<file path="src/rtl/aes_blk_seq.sv">
// AES block sequencer: streams 16-byte blocks from the source word SRAM through the
// AES-128 core and writes each result block back to the destination word SRAM.
module aes_blk_seq #(
    parameter int ADDR_W = 9
) (
    input  logic              iClk,
    input  logic              iRsn,
    input  logic              iStart,
    input  logic              iAbort,
    input  logic [15:0]       iByteSize,
    output logic              oBusy,
    output logic              oDone,
    output logic              oSrcCs,
    output logic [ADDR_W-1:0] oSrcAddr,
    input  logic [31:0]       iSrcRdata,
    output logic              oAesStart,
    output logic [127:0]      oAesDin,
    input  logic              iAesDone,
    input  logic [127:0]      iAesDout,
    output logic              oDstCs,
    output logic              oDstWe,
    output logic [ADDR_W-1:0] oDstAddr,
    output logic [31:0]       oDstWdata,
    output logic [2:0]        oDbgState
);

    typedef enum logic [2:0] {
        S_IDLE,
        S_RD,
        S_REQ,
        S_WAIT,
        S_WR,
        S_NEXT,
        S_DONE
    } state_t;

    state_t              r_state;
    logic [16:0]         r_nblk;
    logic [16:0]         r_blk;
    logic [2:0]          r_word;
    logic                r_busy;
    logic                r_done;
    logic                r_src_cs;
    logic [ADDR_W-1:0]   r_src_addr;
    logic                r_aes_start;
    logic [127:0]        r_din;
    logic [127:0]        r_dout;
    logic                r_dst_cs;
    logic                r_dst_we;
    logic [ADDR_W-1:0]   r_dst_addr;
    logic [31:0]         r_dst_wdata;

    logic [16:0]         w_nblk;
    logic [16:0]         w_blk_next;
    logic [ADDR_W-1:0]   w_base;
    logic [ADDR_W-1:0]   w_next_base;
    logic [1:0]          w_rd_slot;
    logic [1:0]          w_wr_slot;

    // Word w of a block lives in state bits [(3-w)*32 +: 32]; ~w gives that slot.
    assign w_nblk      = ({1'b0, iByteSize} + 17'd15) >> 4;
    assign w_blk_next  = r_blk + 17'd1;
    assign w_base      = {r_blk[ADDR_W-3:0], 2'b00};
    assign w_next_base = {w_blk_next[ADDR_W-3:0], 2'b00};
    assign w_rd_slot   = ~(r_word[1:0] - 2'd1);
    assign w_wr_slot   = ~(r_word[1:0] + 2'd1);

    function automatic logic [31:0] f_bswap(input logic [31:0] d);
        return {d[7:0], d[15:8], d[23:16], d[31:24]};
    endfunction

    always_ff @(posedge iClk) begin
        if (!iRsn) begin
            r_state     <= S_IDLE;
            r_nblk      <= '0;
            r_blk       <= '0;
            r_word      <= '0;
            r_busy      <= 1'b0;
            r_done      <= 1'b0;
            r_src_cs    <= 1'b0;
            r_src_addr  <= '0;
            r_aes_start <= 1'b0;
            r_din       <= '0;
            r_dout      <= '0;
            r_dst_cs    <= 1'b0;
            r_dst_we    <= 1'b0;
            r_dst_addr  <= '0;
            r_dst_wdata <= '0;
        end else begin
            r_done      <= 1'b0;
            r_aes_start <= 1'b0;
            if (iAbort) begin
                // Abort beats a simultaneous start and cuts any transfer in flight.
                r_state  <= S_IDLE;
                r_busy   <= 1'b0;
                r_src_cs <= 1'b0;
                r_dst_cs <= 1'b0;
                r_dst_we <= 1'b0;
            end else begin
                case (r_state)
                    S_IDLE: begin
                        if (iStart) begin
                            r_nblk <= w_nblk;
                            r_blk  <= '0;
                            r_word <= '0;
                            if (w_nblk == 17'd0) begin
                                r_state <= S_DONE;
                                r_done  <= 1'b1;
                            end else begin
                                r_state    <= S_RD;
                                r_busy     <= 1'b1;
                                r_src_cs   <= 1'b1;
                                r_src_addr <= '0;
                            end
                        end
                    end
                    S_RD: begin
                        // Reads issue in cycles 0..3, data arrives one cycle later.
                        r_word <= r_word + 3'd1;
                        if (r_word != 3'd0) begin
                            r_din[{w_rd_slot, 5'd0} +: 32] <= f_bswap(iSrcRdata);
                        end
                        if (r_word < 3'd3) begin
                            r_src_addr <= r_src_addr + ADDR_W'(1);
                        end
                        if (r_word == 3'd3) begin
                            r_src_cs <= 1'b0;
                        end
                        if (r_word == 3'd4) begin
                            r_state     <= S_REQ;
                            r_aes_start <= 1'b1;
                        end
                    end
                    S_REQ: begin
                        r_state <= S_WAIT;
                    end
                    S_WAIT: begin
                        if (iAesDone) begin
                            r_dout      <= iAesDout;
                            r_dst_cs    <= 1'b1;
                            r_dst_we    <= 1'b1;
                            r_dst_addr  <= w_base;
                            r_dst_wdata <= f_bswap(iAesDout[127:96]);
                            r_word      <= '0;
                            r_state     <= S_WR;
                        end
                    end
                    S_WR: begin
                        r_word <= r_word + 3'd1;
                        if (r_word == 3'd3) begin
                            r_dst_cs <= 1'b0;
                            r_dst_we <= 1'b0;
                            r_state  <= S_NEXT;
                        end else begin
                            r_dst_addr  <= r_dst_addr + ADDR_W'(1);
                            r_dst_wdata <= f_bswap(r_dout[{w_wr_slot, 5'd0} +: 32]);
                        end
                    end
                    S_NEXT: begin
                        r_blk  <= w_blk_next;
                        r_word <= '0;
                        if (w_blk_next == r_nblk) begin
                            r_state <= S_DONE;
                            r_done  <= 1'b1;
                            r_busy  <= 1'b0;
                        end else begin
                            r_state    <= S_RD;
                            r_src_cs   <= 1'b1;
                            r_src_addr <= w_next_base;
                        end
                    end
                    S_DONE: begin
                        r_state <= S_IDLE;
                    end
                    default: begin
                        r_state <= S_IDLE;
                    end
                endcase
            end
        end
    end

    assign oBusy     = r_busy;
    assign oDone     = r_done;
    assign oSrcCs    = r_src_cs;
    assign oSrcAddr  = r_src_addr;
    assign oAesStart = r_aes_start;
    assign oAesDin   = r_din;
    assign oDstCs    = r_dst_cs;
    assign oDstWe    = r_dst_we;
    assign oDstAddr  = r_dst_addr;
    assign oDstWdata = r_dst_wdata;
    assign oDbgState = r_state;

endmodule
</file>
<file path="config.mk">
export PLATFORM = sky130hd
export DESIGN_NAME = aes_blk_seq
export DESIGN_NICKNAME = d
export VERILOG_FILES = /design/src/rtl/aes_blk_seq.sv
export SDC_FILE = /design/constraint.sdc
export NUM_CORES = 1
export LEC_CHECK = 0
export CORE_AREA = 2 2 223 225
export DETAILED_ROUTE_END_ITERATION = 10
export DIE_AREA = 0 0 225 227
export PLACE_DENSITY_LB_ADDON = 0.05
export REMOVE_ABC_BUFFERS = 1
export SYNTH_ARGS = -nofsm -noshare
export SYNTH_HDL_FRONTEND = slang
export SYNTH_SLANG_ARGS = --single-unit
export TNS_END_PERCENT = 20
</file>
<file path="constraint.sdc">
create_clock -name iClk -period 2.7 [get_ports iClk]
set_input_delay 0.27 -clock iClk [delete_from_list [all_inputs] [get_ports iClk]]
set_output_delay 0.27 -clock iClk [all_outputs]
set_load 0.05 [all_outputs]
</file>
==> reports/metrics.csv, run 1 <==
metric;value;unit
Syn Std Cell Area;0.0159;sq mm
Clock Path Buffers;3;
crit path capture;oSrcAddr[0];
number of global-route vias before repair;13900;
share of layout cells above drive strength 1;0.0780;
CTS tree;done;
via count;14300;
first-pass GRT wire length;80.8;mm
routed len/inst;18.4;um
Filler Cell Count;4858;
Arrival @ worst endpoint;3.01;ns
DIE WIDTH;225;um
crit-path max FO;10;
Synth Warn #;0;
count of input and output buffers;367;
Post-synth ARST share;0;
fin util;0.446;
#FFs+latches synth;347;
RR Startpoint;r_blk[0];
area grow syn2layout;36.3;%
number of remaining DRC errors;0;
Final Power;0.0113;W
crit share post-route;0.936;
max-cap viol count;0;
CP Buf/Inv Count;1;
io pins;368;
CP max stage delay;0.44;ns
cts hold-fix bufs;0;
count of cell types in the netlist;61;
Total Nets Final;2397;
initial antenna violation count;2;
number of synthesized flops with an enable pin;0;
Die H;227;um
Core Area;0.0485;sq mm
maximum vdd drop;0.362;mV
worst rel slew slack;0.448;
largest net degree at the start of global routing;193;
R2R cell count;8;
CTS Buf Count;42;
Pins Over Slew Limit;0;
Critical path origin;r_blk[0];
Slew @ Worst Pin;0.827;ns
Max stage delay cell, worst path;or3_4;
Post-CTS Setup Repair Bufs;0;
CP top delay family;simple AND/OR/NAND/NOR gates;
maximum clock frequency;0.396;GHz
Via-to-Cell Ratio;5.02;
TritonRoute pass-1 iters;4;
floorplan row count;81;
gr ovfl total;0;
R2R Setup Slk;0.17;ns
Seq/Total Area, Yosys;0.438;
Setup-failing EPs final;0;
Die ar.;0.0511;sq mm
Leakage Power;7.47;nW
RSZ-0062 raised after global routing;true;
Worst EP required;3.19;ns
CTS Root Cell;clkbuf_16;
pre-CTS WS;0.000553;ns
Tmin final;2.53;ns
GPL Wtd Cong;0.817;
status;finished, final reports clean;
Reg-to-Reg End;oSrcAddr[0];
Detailed Place HPWL;34.9;mm
H-tree levels;2;
Final Hold Fails;0;
final clock skew;0.0203;ns
setup slack after layout;0.173;ns
Levels on crit path;8;
Initial Util;0.327;
Hold Crit Class;in2reg;
most common flop cell mapped by yosys;dfxtp_1;
Crit. End Element;flop;
startpoint types;flop;
Worst-Skew Late Latency;0.56;ns
All-Layer GR Usage;0.201;
Antenna Cells;0;
routed wire length;52.5;mm
clk slew on worst S/H paths;0.06;ns
Post-Syn Area per Cell;8.36;sq um
CP Class;reg2reg;
Antenna Nets Post-Route;0;
clk sink count;347;
Post-Syn Instances;1898;
CP Cell Sequence;buf_4 > nand2_1 > or3_4 > a2111oi_4 > nand4_2 > nor4_4 > nand2b_2 > mux2i_1;
PwrDens;523;mW/mm^2
DRT iter0 DRCs;726;
## how the worst min path moves through the flow
stage | startpoint | endpoint | slack (ns) | depth (start not counted)
detailed placement | r_dout[12] | r_dout[12] | 0.46 | 2
CTS | iAesDout[39] | r_dout[39] | 0.24 | 3
floorplan | iRsn | oAesStart | 0.39 | 1
finish | iAesDout[39] | r_dout[39] | 0.27 | 3
global placement | oAesDin[27] | oAesDin[27] | 0.45 | 2
global route | iAesDout[18] | r_dout[18] | 0.26 | 3
## tightest hold or removal path, stage by stage
cell and delay [ns]:
clkdlybuf4s50_1 0.39, nand2_1 0.05, a21boi_0 0.06
## cell families (layout without fill, tap and decap cells)
kind of cell             count (synthesis)  after routing  share of synthesized area
multiplexers                            38             38                     0.0492
AND/OR/NAND/NOR                        874            874                      0.261
AO/OA/AOI/OAI                          426            426                      0.183
XOR/XNOR                                35             35                     0.0202
buffers and inverters                  168            502                     0.0414
adder cells (fa/ha/maj)                 10             10                    0.00788
flip-flops                             347            347                      0.438
## through the flow
stage	area (sq um)	hold slack (ns)	cells	TNS [ns]
6_report	21600	0.268	2854	0
2_1_floorplan	15300	0.392	1740	-671.22
5_1_grt	21600	0.262	2854	-0.0827
3_5_place_dp	20300	0.457	2784	0
3_3_place_gp	20300	0.449	2784	0
4_1_cts	21600	0.236	2854	0
## report_power, final
| group | switching, W | leakage, nW | internal, W | total (W) |
|---|---|---|---|---|
| registers | 0.0000197 | 2.80 | 0.00514 | 0.00516 |
| logic | 0.000322 | 4.03 | 0.000389 | 0.000712 |
| clock network | 0.00223 | 0.643 | 0.00322 | 0.00545 |
| total | 0.00257 | 7.47 | 0.00875 | 0.0113 |
## layer usage
metal / share of wire / GRT usage
met5: 0.00051 / 0
met3: 0.044 / 0.0358
met2: 0.47 / 0.331
met4: 0.023 / 0.0600
met1: 0.47 / 0.268
## cell type report
cell class / instances / area (sq um) / area share
tap: 622 / 778 / 0.0360
clock inverter: 8 / 86.3 / 0.00399
sequential: 347 / 6950 / 0.321
timing repair buffer: 422 / 4220 / 0.195
multi-input combinational: 1383 / 8340 / 0.386
clock buffer: 62 / 1230 / 0.0567
inverter: 10 / 37.5 / 0.00173
## layout by cell type (no fill, tap or decap), drive strengths merged, types with 8 or more instances in the layout
master,Yosys,layout
a21boi,167,167
a21oi,127,127
and2,11,11
and3,8,8
buf,18,55
clkbuf,140,63
clkdlybuf4s50,0,366
dfxtp,347,347
ha,10,10
inv,10,12
mux4,32,32
nand2,429,429
nand2b,37,37
nand3,84,84
nand4,12,12
nor2,28,28
nor2b,114,114
nor3,114,114
nor4,13,13
o211a,41,41
o21ai,45,45
xnor2,17,17
xor2,17,17
## cells in the mapped netlist (6+ instances only)
cell / count / share of area
nand2_1: 429 / 0.10
dfxtp_1: 347 / 0.44
a21boi_0: 167 / 0.079
clkbuf_1: 139 / 0.033
a21oi_1: 127 / 0.040
nor2b_1: 114 / 0.045
nor3_1: 114 / 0.036
nand3_1: 83 / 0.026
o21ai_0: 45 / 0.014
o211a_1: 41 / 0.026
nand2b_1: 37 / 0.015
mux4_2: 32 / 0.045
nor2_1: 28 / 0.0066
xnor2_1: 17 / 0.0094
xor2_1: 17 / 0.0094
and2_1: 11 / 0.0043
nor4_1: 11 / 0.0043
ha_1: 10 / 0.0079
inv_1: 10 / 0.0024
nand4_1: 10 / 0.0039
buf_1: 9 / 0.0021
and3_1: 8 / 0.0032
o211ai_1: 7 / 0.0033
mux2i_1: 6 / 0.0038
o22ai_1: 6 / 0.0024
## repair_timing
| action | in CTS | in global routing |
|---|---|---|
| resized for setup | 1 | 4 |
| endpoints found under the setup margin | 2 | 8 |
| endpoints found under the hold margin | 0 | 0 |
## registers in the layout (all words and copies together) (netlist names)
signal	cells
r_nblk	13
oSrcCs	1
oDstWdata	32
oSrcAddr	9
oAesDin	128
oBusy	1
r_dout	128
r_word	3
oAesStart	1
oDstWe	1
oDstAddr	9
oDone	1
r_blk	17
oDbgState	3
Note: power is estimated with default switching activity, not from simulation.
==> run 2, diff against run 1 <==
- PLACE_DENSITY: default -> 0.63
- PLACE_DENSITY_LB_ADDON: 0.05 -> default
==> run 2 against run 1 <==
Effect of this change: critical path depth stayed put; largest power group unchanged; core utilization increased by 0.31 points; sequential power is essentially flat; clock skew increased by 0.0077 ns; wire length down 4.4%; combinational power fell by 0.8%; worst hold slack lost 0.15 ns; design area up 0.69%; global-route usage decreased by 0.72 points; fmax up 0.42%; worst setup slack improved by 0.010 ns; sequential share of layout area shrank 0.23 points.
==> reports/metrics.csv, run 2 (synthesis gave the netlist of run 1 again) <==
metric;value;unit;change
share of layout cells above drive strength 1;0.0840;;+0.00601
io pins;368;;unchanged
number of remaining DRC errors;0;;unchanged
Initial Util;0.327;;unchanged
count of input and output buffers;367;;unchanged
max-cap viol count;0;;unchanged
maximum vdd drop;0.429;mV;+19%
Final Hold Fails;0;;unchanged
DIE WIDTH;225;um;unchanged
Core Area;0.0485;sq mm;unchanged
crit-path max FO;9;;-1
number of global-route vias before repair;14100;;+1.4%
Worst EP required;3.17;ns;-0.02 ns
Pins Over Slew Limit;0;;unchanged
Post-CTS Setup Repair Bufs;0;;unchanged
Filler Cell Count;4609;;-5.1%
via count;14600;;+1.7%
status;finished, final reports clean;;
routed len/inst;17.5;um;-4.7%
Detailed Place HPWL;34.9;mm;about the same
startpoint types;flop;;
setup TNS;0;ns;unchanged
crit share post-route;0.932;;-0.00389
gr ovfl total;0;;unchanged
DRT iter0 DRCs;1095;;+51%
H-tree levels;2;;unchanged
largest net degree at the start of global routing;162;;-16%
Antenna Nets Post-Route;0;;unchanged
final clock skew;0.0281;ns;+0.00775 ns
Clock Path Buffers;3;;unchanged
most common cell after layout, fill and taps aside;nand2_1;;
placed inst area;0.0204;sq mm;+0.27%
most frequent cells in the layout;426 x nand2_1, 366 x clkdlybuf4s50_1, 345 x dfxtp_1, 167 x a21boi_0, 126 x a21oi_1;;
Setup-failing EPs final;0;;unchanged
area grow syn2layout;37.2;%;
Layout Cells excl Fill;2863;;+0.32%
Hold Crit Class;in2reg;;
GPL Wtd Cong;0.854;;+4.5%
maximum clock frequency;0.397;GHz;+0.42%
cts hold-fix bufs;0;;unchanged
Crit. End Element;flop;;
floorplan row count;81;;unchanged
Total Nets Final;2401;;+0.17%
Arrival @ worst endpoint;2.98;ns;-0.03 ns
Tmin final;2.52;ns;-0.0105 ns
CTS Root Cell;clkbuf_16;;
clk slew on worst S/H paths;0.06;ns;about the same
Placed Cells;2790;;+0.22%
TritonRoute pass-1 iters;5;;+1
initial antenna violation count;1;;-1
All-Layer GR Usage;0.193;;-0.00722
CTS Buf Count;40;;-4.8%
worst rel slew slack;0.283;;-0.165
Die ar.;0.0511;sq mm;unchanged
CP Class;reg2reg;;
Die H;227;um;unchanged
fin util;0.449;;+0.00307
CTS tree;done;;
Via-to-Cell Ratio;5.09;;+1.3%
first-pass GRT wire length;78.4;mm;-2.9%
post-route cell area;0.0218;sq mm;+0.69%
PwrDens;528;mW/mm^2;+0.99%
routed wire length;50.2;mm;-4.4%
Slew @ Worst Pin;1.06;ns;+0.238 ns
clk sink count;347;;unchanged
Worst-Skew Late Latency;0.56;ns;about the same
Leakage Power;7.54;nW;+0.91%
run 2: routing by layer:
metal,global-route usage,share of wire,vias up
li1,-,-,7160
met1,0.254,0.45,6945
met2,0.323,0.47,378
met3,0.0305,0.048,76
met4,0.0692,0.029,0
met5,0,0,-
run 2: worst paths after layout:
check | from | end | slack [ns] | cells past startpoint
max reg2reg | r_blk[0] | oSrcAddr[3] | 0.18 | 8
max | r_blk[0] | oSrcAddr[3] | 0.18 | 8
min reg2reg | oAesDin[28] | oAesDin[28] | 0.46 | 2
min | iRsn | oDstWdata[16] | 0.12 | 2
run 2: critical path, stage by stage, from the launching register on:
cell      delay (ns)
dfxtp_1         0.38
ha_1            0.20
nand4_2         0.27
nor4_2          0.37
xnor2_1         0.20
o311ai_2        0.21
nor4_4          0.31
nand2b_2        0.29
mux2i_1         0.20
run 2: report_power, final:
| group | switching [W] | internal, W |
|---|---|---|
| logic | 0.000319 | 0.000387 |
| clock network | 0.00220 | 0.00345 |
| registers | 0.0000153 | 0.00514 |
| total | 0.00254 | 0.00897 |
run 2: area by class of cell:
type	instances	area, sq um	area share
Multi-Input combinational cell	1383	8370	0.384
Sequential cell	347	6950	0.319
Timing Repair Buffer	428	4270	0.196
Clock buffer	59	1190	0.0549
Tap cell	622	778	0.0357
Clock inverter	12	178	0.00816
Inverter	10	37.5	0.00172
Antenna cell	2	5.00	0.000230
run 2: metrics by stage:
step / hold slack (ns) / power [W] / worst slack (ns)
after floorplan: 0.392 / 0.00549 / -2.80
after global placement: 0.447 / 0.00597 / -0.0302
after detailed placement: 0.454 / 0.00597 / -0.0637
after CTS: 0.0795 / 0.0117 / 0.0670
after global routing: 0.113 / 0.0119 / -0.00526
final: 0.117 / 0.0115 / 0.184
run 2: what timing repair did:
| action | CTS | global route |
|---|---|---|
| gates resized for setup | 2 | 9 |
| hold endpoints to repair | 0 | 0 |
| setup endpoints to repair | 9 | 102 |
